==> src/rtl/muldiv_seq.sv <==
// Iterative RV32M/RV64M multiply/divide unit.
// Multiplies by shift-and-add and divides by restoring division. Both work on
// operand magnitudes, and the sign is fixed up on the last iteration.
// Handshake: an op is accepted on an edge where in_valid && in_ready && !kill.
// A result is consumed on an edge where out_valid && out_ready. kill wins
// over both: it drops any in-flight or pending result and blocks acceptance.
module muldiv_seq #(
    parameter int XLEN           = 32,
    parameter int BITS_PER_CYCLE = 1,
    parameter int TAG_W          = 5
) (
    input  logic             clock,
    input  logic             reset,
    input  logic             in_valid,
    output logic             in_ready,
    input  logic [2:0]       op,
    input  logic             s_32,
    input  logic [XLEN-1:0]  rs1,
    input  logic [XLEN-1:0]  rs2,
    input  logic [TAG_W-1:0] tag_in,
    input  logic             kill,
    output logic             out_valid,
    input  logic             out_ready,
    output logic [XLEN-1:0]  result,
    output logic [TAG_W-1:0] tag_out
);

    localparam int CW = 8;
    localparam logic [XLEN-1:0] ONES = '1;

    typedef enum logic [1:0] {
        IDLE = 2'd0,
        CALC = 2'd1,
        DONE = 2'd2
    } state_t;

    state_t             state;
    logic [CW-1:0]      cnt;
    logic [2:0]         op_r;
    logic               w_r;
    logic               sign_q;    // negate product / quotient
    logic               sign_r;    // negate remainder
    logic [2*XLEN-1:0]  acc;       // product accumulator
    logic [2*XLEN-1:0]  mcand;     // multiplicand, shifts left
    logic [XLEN-1:0]    mplier;    // multiplier, shifts right
    logic [XLEN:0]      rem;       // partial remainder (one guard bit)
    logic [XLEN-1:0]    quo;       // dividend shifting out, quotient shifting in
    logic [XLEN-1:0]    dvsr;

    // Sign-extend bit 31 to XLEN when w is set.
    function automatic logic [XLEN-1:0] sext(input logic [XLEN-1:0] x, input logic w);
        logic signed [XLEN-1:0] t;
        t = $signed(x << (XLEN - 32));
        t = t >>> (XLEN - 32);
        return w ? $unsigned(t) : x;
    endfunction

    // Accept-side operand decode.
    logic              w_mode;
    logic [XLEN-1:0]   mask;
    logic [XLEN-1:0]   a_low, b_low, a_mag, b_mag, special_res;
    logic              sa, sb, a_msb, b_msb, a_neg, b_neg;
    logic              b_zero, b_m1, a_min, div_special;
    logic [CW-1:0]     cnt_init;

    // Decode the incoming op: magnitudes, sign flags and divide special cases.
    always_comb begin
        w_mode   = (XLEN == 64) && s_32;
        mask     = w_mode ? ~(ONES << 32) : ONES;
        a_low    = rs1 & mask;
        b_low    = rs2 & mask;
        sa       = (op == 3'd1) || (op == 3'd2) || (op == 3'd4) || (op == 3'd6);
        sb       = (op == 3'd1) || (op == 3'd4) || (op == 3'd6);
        a_msb    = w_mode ? rs1[31] : rs1[XLEN-1];
        b_msb    = w_mode ? rs2[31] : rs2[XLEN-1];
        a_neg    = sa && a_msb;
        b_neg    = sb && b_msb;
        a_mag    = a_neg ? ((-a_low) & mask) : a_low;
        b_mag    = b_neg ? ((-b_low) & mask) : b_low;
        b_zero   = (b_low == '0);
        b_m1     = (b_low == mask);
        a_min    = a_msb && ((a_low & (mask >> 1)) == '0);
        div_special = op[2] && (b_zero || (((op == 3'd4) || (op == 3'd6)) && a_min && b_m1));
        if (b_zero) begin
            special_res = op[1] ? sext(a_low, w_mode) : ONES;
        end else begin
            special_res = op[1] ? '0 : sext(a_low, w_mode);
        end
        cnt_init = w_mode ? CW'(32 / BITS_PER_CYCLE) : CW'(XLEN / BITS_PER_CYCLE);
    end

    // One iteration: BITS_PER_CYCLE steps of shift-add and restoring divide.
    logic [2*XLEN-1:0] acc_n, mcand_n;
    logic [XLEN-1:0]   mplier_n, quo_n;
    logic [XLEN:0]     rem_n;

    always_comb begin
        acc_n    = acc;
        mcand_n  = mcand;
        mplier_n = mplier;
        rem_n    = rem;
        quo_n    = quo;
        for (int i = 0; i < BITS_PER_CYCLE; i++) begin
            if (mplier_n[0]) begin
                acc_n = acc_n + mcand_n;
            end
            mcand_n  = mcand_n << 1;
            mplier_n = mplier_n >> 1;
            rem_n    = {rem_n[XLEN-1:0], quo_n[XLEN-1]};
            quo_n    = quo_n << 1;
            if (rem_n >= {1'b0, dvsr}) begin
                rem_n    = rem_n - {1'b0, dvsr};
                quo_n[0] = 1'b1;
            end
        end
    end

    // Sign correction and result select, used on the final iteration.
    logic [2*XLEN-1:0] prod_s;
    logic [XLEN-1:0]   q_s, r_lo, r_s, sel, final_res;

    always_comb begin
        prod_s = sign_q ? -acc_n : acc_n;
        q_s    = sign_q ? -quo_n : quo_n;
        r_lo   = rem_n[XLEN-1:0];
        r_s    = sign_r ? -r_lo : r_lo;
        case (op_r)
            3'd0:             sel = acc_n[XLEN-1:0];
            3'd1, 3'd2, 3'd3: sel = w_r ? '0 : prod_s[2*XLEN-1:XLEN];
            3'd4, 3'd5:       sel = q_s;
            default:          sel = r_s;
        endcase
        final_res = sext(sel, w_r);
    end

    // Control FSM and datapath registers.
    always_ff @(posedge clock or negedge reset) begin
        if (!reset) begin
            state     <= IDLE;
            in_ready  <= 1'b1;
            out_valid <= 1'b0;
            result    <= '0;
            tag_out   <= '0;
            cnt       <= '0;
            op_r      <= '0;
            w_r       <= 1'b0;
            sign_q    <= 1'b0;
            sign_r    <= 1'b0;
            acc       <= '0;
            mcand     <= '0;
            mplier    <= '0;
            rem       <= '0;
            quo       <= '0;
            dvsr      <= '0;
        end else begin
            case (state)
                IDLE: begin
                    if (in_valid && !kill) begin
                        op_r     <= op;
                        w_r      <= w_mode;
                        tag_out  <= tag_in;
                        sign_q   <= a_neg ^ b_neg;
                        sign_r   <= a_neg;
                        acc      <= '0;
                        mcand    <= {{XLEN{1'b0}}, a_mag};
                        mplier   <= b_mag;
                        rem      <= '0;
                        quo      <= w_mode ? (a_mag << (XLEN - 32)) : a_mag;
                        dvsr     <= b_mag;
                        in_ready <= 1'b0;
                        if (div_special) begin
                            result    <= special_res;
                            out_valid <= 1'b1;
                            state     <= DONE;
                        end else begin
                            cnt   <= cnt_init;
                            state <= CALC;
                        end
                    end
                end
                CALC: begin
                    if (kill) begin
                        state    <= IDLE;
                        in_ready <= 1'b1;
                    end else begin
                        acc    <= acc_n;
                        mcand  <= mcand_n;
                        mplier <= mplier_n;
                        rem    <= rem_n;
                        quo    <= quo_n;
                        cnt    <= cnt - CW'(1);
                        if (cnt == CW'(1)) begin
                            result    <= final_res;
                            out_valid <= 1'b1;
                            state     <= DONE;
                        end
                    end
                end
                DONE: begin
                    if (kill || out_ready) begin
                        out_valid <= 1'b0;
                        in_ready  <= 1'b1;
                        state     <= IDLE;
                    end
                end
                default: begin
                    state     <= IDLE;
                    in_ready  <= 1'b1;
                    out_valid <= 1'b0;
                end
            endcase
        end
    end

endmodule

==> config.mk <==
export PLATFORM = sky130hd
export DESIGN_NAME = muldiv_seq
export DESIGN_NICKNAME = d
export VERILOG_FILES = /design/src/rtl/muldiv_seq.sv
export SDC_FILE = /design/constraint.sdc
export NUM_CORES = 1
export LEC_CHECK = 0
export ABC_AREA = 1
export BUFFER_PORTS_ARGS = -buffer_cell sky130_fd_sc_hd__buf_2
export CAP_MARGIN = 0
export CORE_MARGIN = 1
export CORE_UTILIZATION = 40
export DETAILED_ROUTE_END_ITERATION = 8
export HOLD_SLACK_MARGIN = 0.03
export PLACE_DENSITY = 0.6
export SLEW_MARGIN = 10
export SYNTH_ARGS = -nofsm -noshare
export SYNTH_HDL_FRONTEND = slang
export SYNTH_SLANG_ARGS = --single-unit
==> constraint.sdc <==
create_clock -name clock -period 4.05 [get_ports clock]
set_input_delay 0.2025 -clock clock [delete_from_list [all_inputs] [get_ports clock]]
set_output_delay 0.2025 -clock clock [all_outputs]
set_load 0.02 [all_outputs]
## Word-level counts from Yosys, hierarchy flattened

Index checks and enable logic that the tools add are counted.

- Register bits after elaboration: 310
- Input bits: 78
- Output and inout port bits: 39
- Word-level logic and storage cells: 128

- Add/subtract/negate cells: 8
- $lt $le $gt $ge: 1
- Equal/unequal tests: 21
- Muxes and demuxes: 52
- Bitwise operators: 1
- Reductions and logical operators: 30

Operators by type and width:

| cell | number |
|---|---|
| $mux 32 | 18 |
| $mux 64 | 6 |
| $pmux 32 s2 | 4 |
| $pmux 64 s2 | 2 |
| $neg 32->32 | 4 |
| $pmux 32 s3 | 1 |
| $add 64x64->64 | 1 |
| $logic_not 32->1 | 2 |
| $neg 64->64 | 1 |
| $ge 33x32->1 | 1 |
| $eq 32x32->1 const B | 1 |
| $sub 32x32->32 | 1 |
| $mux 8 | 3 |
| $pmux 8 s2 | 1 |
| $ne 2x2->1 const B | 7 |
| $eq 3x3->1 const B | 4 |
| $mux 2 | 5 |
| $reduce_and 5->1 | 2 |
| $eq 3x2->1 const B | 3 |
| $mux 1 | 9 |
| $reduce_and 3->1 | 3 |
| $eq 8x1->1 const B | 1 |
| $logic_or 1x1->1 | 8 |
| $sub 8x1->8 const B | 1 |
| 16 further kinds | 24 |

## Logic depth before layout (Yosys ltp)

- Word-level depth: 9
- Gate-level depth with buffers: 33
- Depth with buffers taken out: 31

## Worst setup path after synthesis

Ideal clock, no wire load.

- Path type: reg2reg
- Start point: register rem[23]
- End point: register result[28]
- Setup time: 0.117 ns
- Arrival time: 3.881 ns
- Data required time: 3.933 ns
- Slack: 0.052 ns
- Stages on the path, launching flop included: 29
- Buffers on the path: 2
- Period minus slack after synthesis: 3.998 ns
- Cells stage by stage: dfrtp_1 -> ha_1 -> a21oi_2 -> o21ai_0 -> a21oi_1 -> nand3_2 -> nand2_4 -> nand2_4 -> buf_8 -> inv_2 -> buf_6 -> ha_1 -> nand3_1 -> nor3_1 -> nand2_1 -> nor3_1 -> nand2_1 -> nor3_1 -> nand2_1 -> inv_1 -> nand4_1 -> o21ai_0 -> nand2_1 -> nand2_1 -> o22ai_1 -> inv_1 -> nand4_1 -> nand2_1 -> nand2_1

- Cells in the longest elaborated chain, start to end: 8
- Elaborated cells between the ends (all ways): 12
- Those cells by class: 3 x add/sub; 1 x order compare; 8 x mux

Ends and longest elaborated chain:

| what | line | text |
|---|---|---|
| start: declaration | 46 | `logic [XLEN:0] rem;` |
| start signal: assignment | 189 | `rem <= rem_n;` |
| $sub 32x32->32 or $ge 33x32->1 (tied branches) | 112, 111 |  |
| $mux 32 or $mux 1 (tied branches) | 111 | `if (rem_n >= {1'b0, dvsr}) begin` |
| $neg 32->32, on equally long branches | 126, 124 |  |
| $mux 32, on equally long branches | 126, 124 |  |
| $pmux 32 s3 * | 127 | `case (op_r)` |
| $mux 32 * | 192 | `if (cnt == CW'(1)) begin` |
| $mux 32 * | 182 | `if (kill) begin` |
| $pmux 32 s2 * | 156 | `case (state)` |
| end signal: assignment | 172 | `result <= special_res;` |
| end signal: assignment | 193 | `result <= final_res;` |
| end: declaration | 24 | `output logic [XLEN-1:0] result,` |

Every way passes the cells marked *; elsewhere a longest branch is shown, timed or not. The select of a mux whose other input is x is not followed.
A chain may end at the register's enable or synchronous reset.

## Final worst setup path

- Start point: register dvsr[8]
- End point: register result[22]

- Cells in the longest elaborated chain, start to end: 8
- Elaborated cells between the ends (all ways): 12
- Those cells by class: 3 x add/sub; 1 x order compare; 8 x mux

Ends and longest elaborated chain:

| what | line | text |
|---|---|---|
| start: declaration | 48 | `logic [XLEN-1:0] dvsr;` |
| start signal: assignment | 169 | `dvsr <= b_mag;` |
| $sub 32x32->32 or $ge 33x32->1 (tied branches) | 112, 111 |  |
| $mux 32 or $mux 1 (tied branches) | 111 |  |
| $neg 32->32, on equally long branches | 126, 124 |  |
| $mux 32, on equally long branches | 126, 124 |  |
| $pmux 32 s3 * | 127 |  |
| $mux 32 * | 192 |  |
| $mux 32 * | 182 |  |
| $pmux 32 s2 * | 156 |  |

Marked as above.

==> results.cfg <==
[sta]
final-max-slew-violation-count = 0
fin_crit_ns = 3.88
final_hold_viol_count = 0
maxSlewHeadroom_pct = 18.8
finClkSkew_ns = 0.0366
fin_crit_sh_pct = 95.9
setup_viol = 0
worst_pin_slew_ns = 1.22
hold_slack_ns = 0.0328
fmax_ghz = 0.258

[drt]
wirelength_um = 116000
dr.pass1.iters = 8
wire_per_inst_um = 19.0
ant_nets = 0
drt_iter0_markers = 2715
via_count = 32349
drcViolationCount = 0
post_drt_via_cell_ratio = 5.28

[clocking]
cts.sinks = 310
cts_buffers = 42
clk_pin_slew_ns = 0.06
clk_latency_ns = 0.62
cts_tree = built
clockBufferDepth = 3
clockRootBuffer = clkbuf_16
htreeDepth = 2

[logic_synthesis]
synth_top_flop_cell = dfrtp_1
yosysWarnings = 0
async_flop_share_pct = 100
seq_area_frac_synth_pct = 27.4
syn_area_per_cell_sq_um = 5.91
synth-edff-count = 0
synth_area_sq_um = 28300
ys_types = 54
synth-seq-cells = 310
synthCells = 4793
synthesis.nets = 4975

[place]
place_congestion = 1.04
numPlacedInstances = 6017
hpwl_um = 91500
port-buffer-count = 115
place_area_sq_um = 32000

[worst_setup_path]
path_buf_inv = 4
crit_fanout = 4
critPathKind = reg2reg
cp.arrival_ns = 4.39
crit_family = simple AND/OR/NAND/NOR gates
required_ns = 4.55
critPathSlowestCell = dfrtp_1
crit_top_cell = nand2_2
cp_slowest_stage_delay_ns = 0.38
endpoint_kind = flop
start_kind = flop

[pwr]
power_frac_comb_pct = 68.6
p_per_area_nw_per_um2 = 856
ir_worst_vdd_mv = 0.790
clock_power_share_pct = 13.7
cellLeakagePower_nw = 18.2
fin_total_pwr_mw = 29.4
switchingPower_mw = 15.7
swShare_pct = 53.5
intPower_mw = 13.7
pwr-share-seq_pct = 17.7

[floorplan]
num_rows = 97
die_area_sq_um = 71900
design.core.area_sq_um = 70000
die_w_um = 268
initial_utilization_pct = 40.5
ios = 117
fp.dieH_um = 268

[global_routing]
grt_pass1_vias = 29210
grt_remaining_overflow = 0
grtUsageTotal_pct = 31.7
grt_max_degree = 186
grt_pass1_wl_um = 173000
antenna_found_initial = 10

[cells_and_area]
fillerInstances = 7395
nets = 5329
syn_to_final_growth_pct = 21.1
final_cell_area_sq_um = 34300
final_cell_mix = nand2_1 (1584), inv_1 (771), nor2_1 (369), nand3_1 (351), buf_4 (320)
layout.cells.most_common = nand2_1
layout.cells.non_filler = 6123
drive_gt1_share_pct = 13.5
fin_util_pct = 49.0

[job]
maxCapViolations = 0

[worst_hold_path]
hold_class = in2reg

[status]
outcome = finished, final reports clean
cell usage after synthesis (14+ instances only):
library cell / count / area share (%)
nand2_1: 1609 / 21
inv_1: 780 / 10
nor2_1: 394 / 5.2
nand3_1: 362 / 6.4
dfrtp_1: 309 / 27
o21ai_0: 304 / 5.4
a21oi_1: 236 / 4.2
o22ai_1: 124 / 2.7
clkbuf_1: 118 / 1.6
ha_1: 102 / 4.5
nand4_1: 78 / 1.7
a22oi_1: 56 / 1.5
nor3_1: 41 / 0.72
xor2_1: 34 / 1.1
o21ai_1: 19 / 0.34
nand3b_1: 18 / 0.48
xnor2_1: 17 / 0.53
buf_1: 16 / 0.21
nand2_2: 16 / 0.35
a31oi_1: 14 / 0.31
buf_2: 14 / 0.25
power by group through the flow:
stage               registers [mW]  logic (mW)  clock network, mW
finish                        5.21        20.2               4.02
floorplan                     5.05        11.4                  0
global route                  5.31        22.0               4.19
detailed placement            5.16        19.2                  0
global placement              5.15        19.0                  0
CTS                           5.12        19.2               4.08
logic make-up (layout without fill, tap and decap cells):
kind of cell	count (synthesis)	in the layout	share of synthesized area (%)
AND/OR/NAND/NOR	2576	2576	37.8
buffers and inverters	948	1333	12.8
AO/OA/AOI/OAI	804	804	15.8
flip-flops	310	310	27.4
adder cells (fa/ha/maj)	104	104	4.64
XOR/XNOR	51	51	1.58
other	0	5	0
worst register-to-register path: stages, from the launching register on:
cell      delay, ns
dfrtp_1        0.38
inv_1          0.10
ha_4           0.23
nand2_2        0.12
inv_2          0.04
a21oi_2        0.14
nand3_2        0.12
nand2_2        0.12
nand3_4        0.10
nand2_4        0.10
nand2_4        0.09
inv_2          0.10
ha_4           0.14
nand3_4        0.10
nor3_4         0.24
nand2_2        0.10
nor3_4         0.20
nand2_2        0.10
nor3_4         0.21
buf_4          0.16
a21oi_1        0.07
o21ai_0        0.19
o21ai_0        0.26
nand3b_1       0.25
nand2_1        0.06
nand2_1        0.05
worst paths after layout:
kind,start,end,slack [ns],depth (start not counted)
min in group asynchronous,reset,cnt[3]$_DFFE_PN0P_,0.20,2
min,rs2[18],mplier[18]$_DFFE_PN0P_,0.03,4
max in group asynchronous,reset,dvsr[23]$_DFFE_PN0P_,2.83,3
min reg2reg,tag_out[4]$_DFFE_PN0P_,tag_out[4]$_DFFE_PN0P_,0.47,2
max reg2reg,dvsr[8]$_DFFE_PN0P_,result[22]$_DFFE_PN0P_,0.17,25
max,dvsr[8]$_DFFE_PN0P_,result[22]$_DFFE_PN0P_,0.17,25
cell type report:
type	count	area, sq um	area share, %
Timing Repair Buffer	464	3340	9.73
Antenna cell	5	12.5	0.0364
Sequential cell	310	7760	22.6
Clock inverter	16	234	0.681
Inverter	794	2990	8.69
Tap cell	940	1180	3.43
Multi-Input combinational cell	3535	17600	51.2
Clock buffer	59	1230	3.60
per-stage QoR:
step	worst slack (ns)	setup TNS (ns)
global route	-0.0360	-0.145
global placement	0.0271	0
finish	0.168	0
floorplan	0.0524	0
detailed placement	-0.0322	-0.0483
CTS	0.00266	0
flip-flops by register name (all words and copies together) (netlist names), 2 cells and up:
signal / count
rem: 32
tag_out: 5
mcand: 64
state: 2
mplier: 32
acc: 64
cnt: 8
dvsr: 32
op_r: 3
result: 32
quo: 32
per-layer routing:
metal | share of wire [%] | vias to the layer above | global-route usage (%)
li1 | - | 16074 | -
met1 | 43 | 14841 | 41.6
met2 | 45 | 1183 | 51.1
met3 | 6.4 | 241 | 4.05
met4 | 5.7 | 10 | 15.7
met5 | 0.059 | - | 0
repair_timing:
action / in CTS / in global routing
endpoints found under the hold margin: 112 / 0
hold buffers: 21 / 0
pin swaps: 0 / 24
buffers inserted: 0 / 5
resized for setup: 1 / 123
endpoints found under the setup margin: 4 / 32
(Power assumes the default switching activity.)
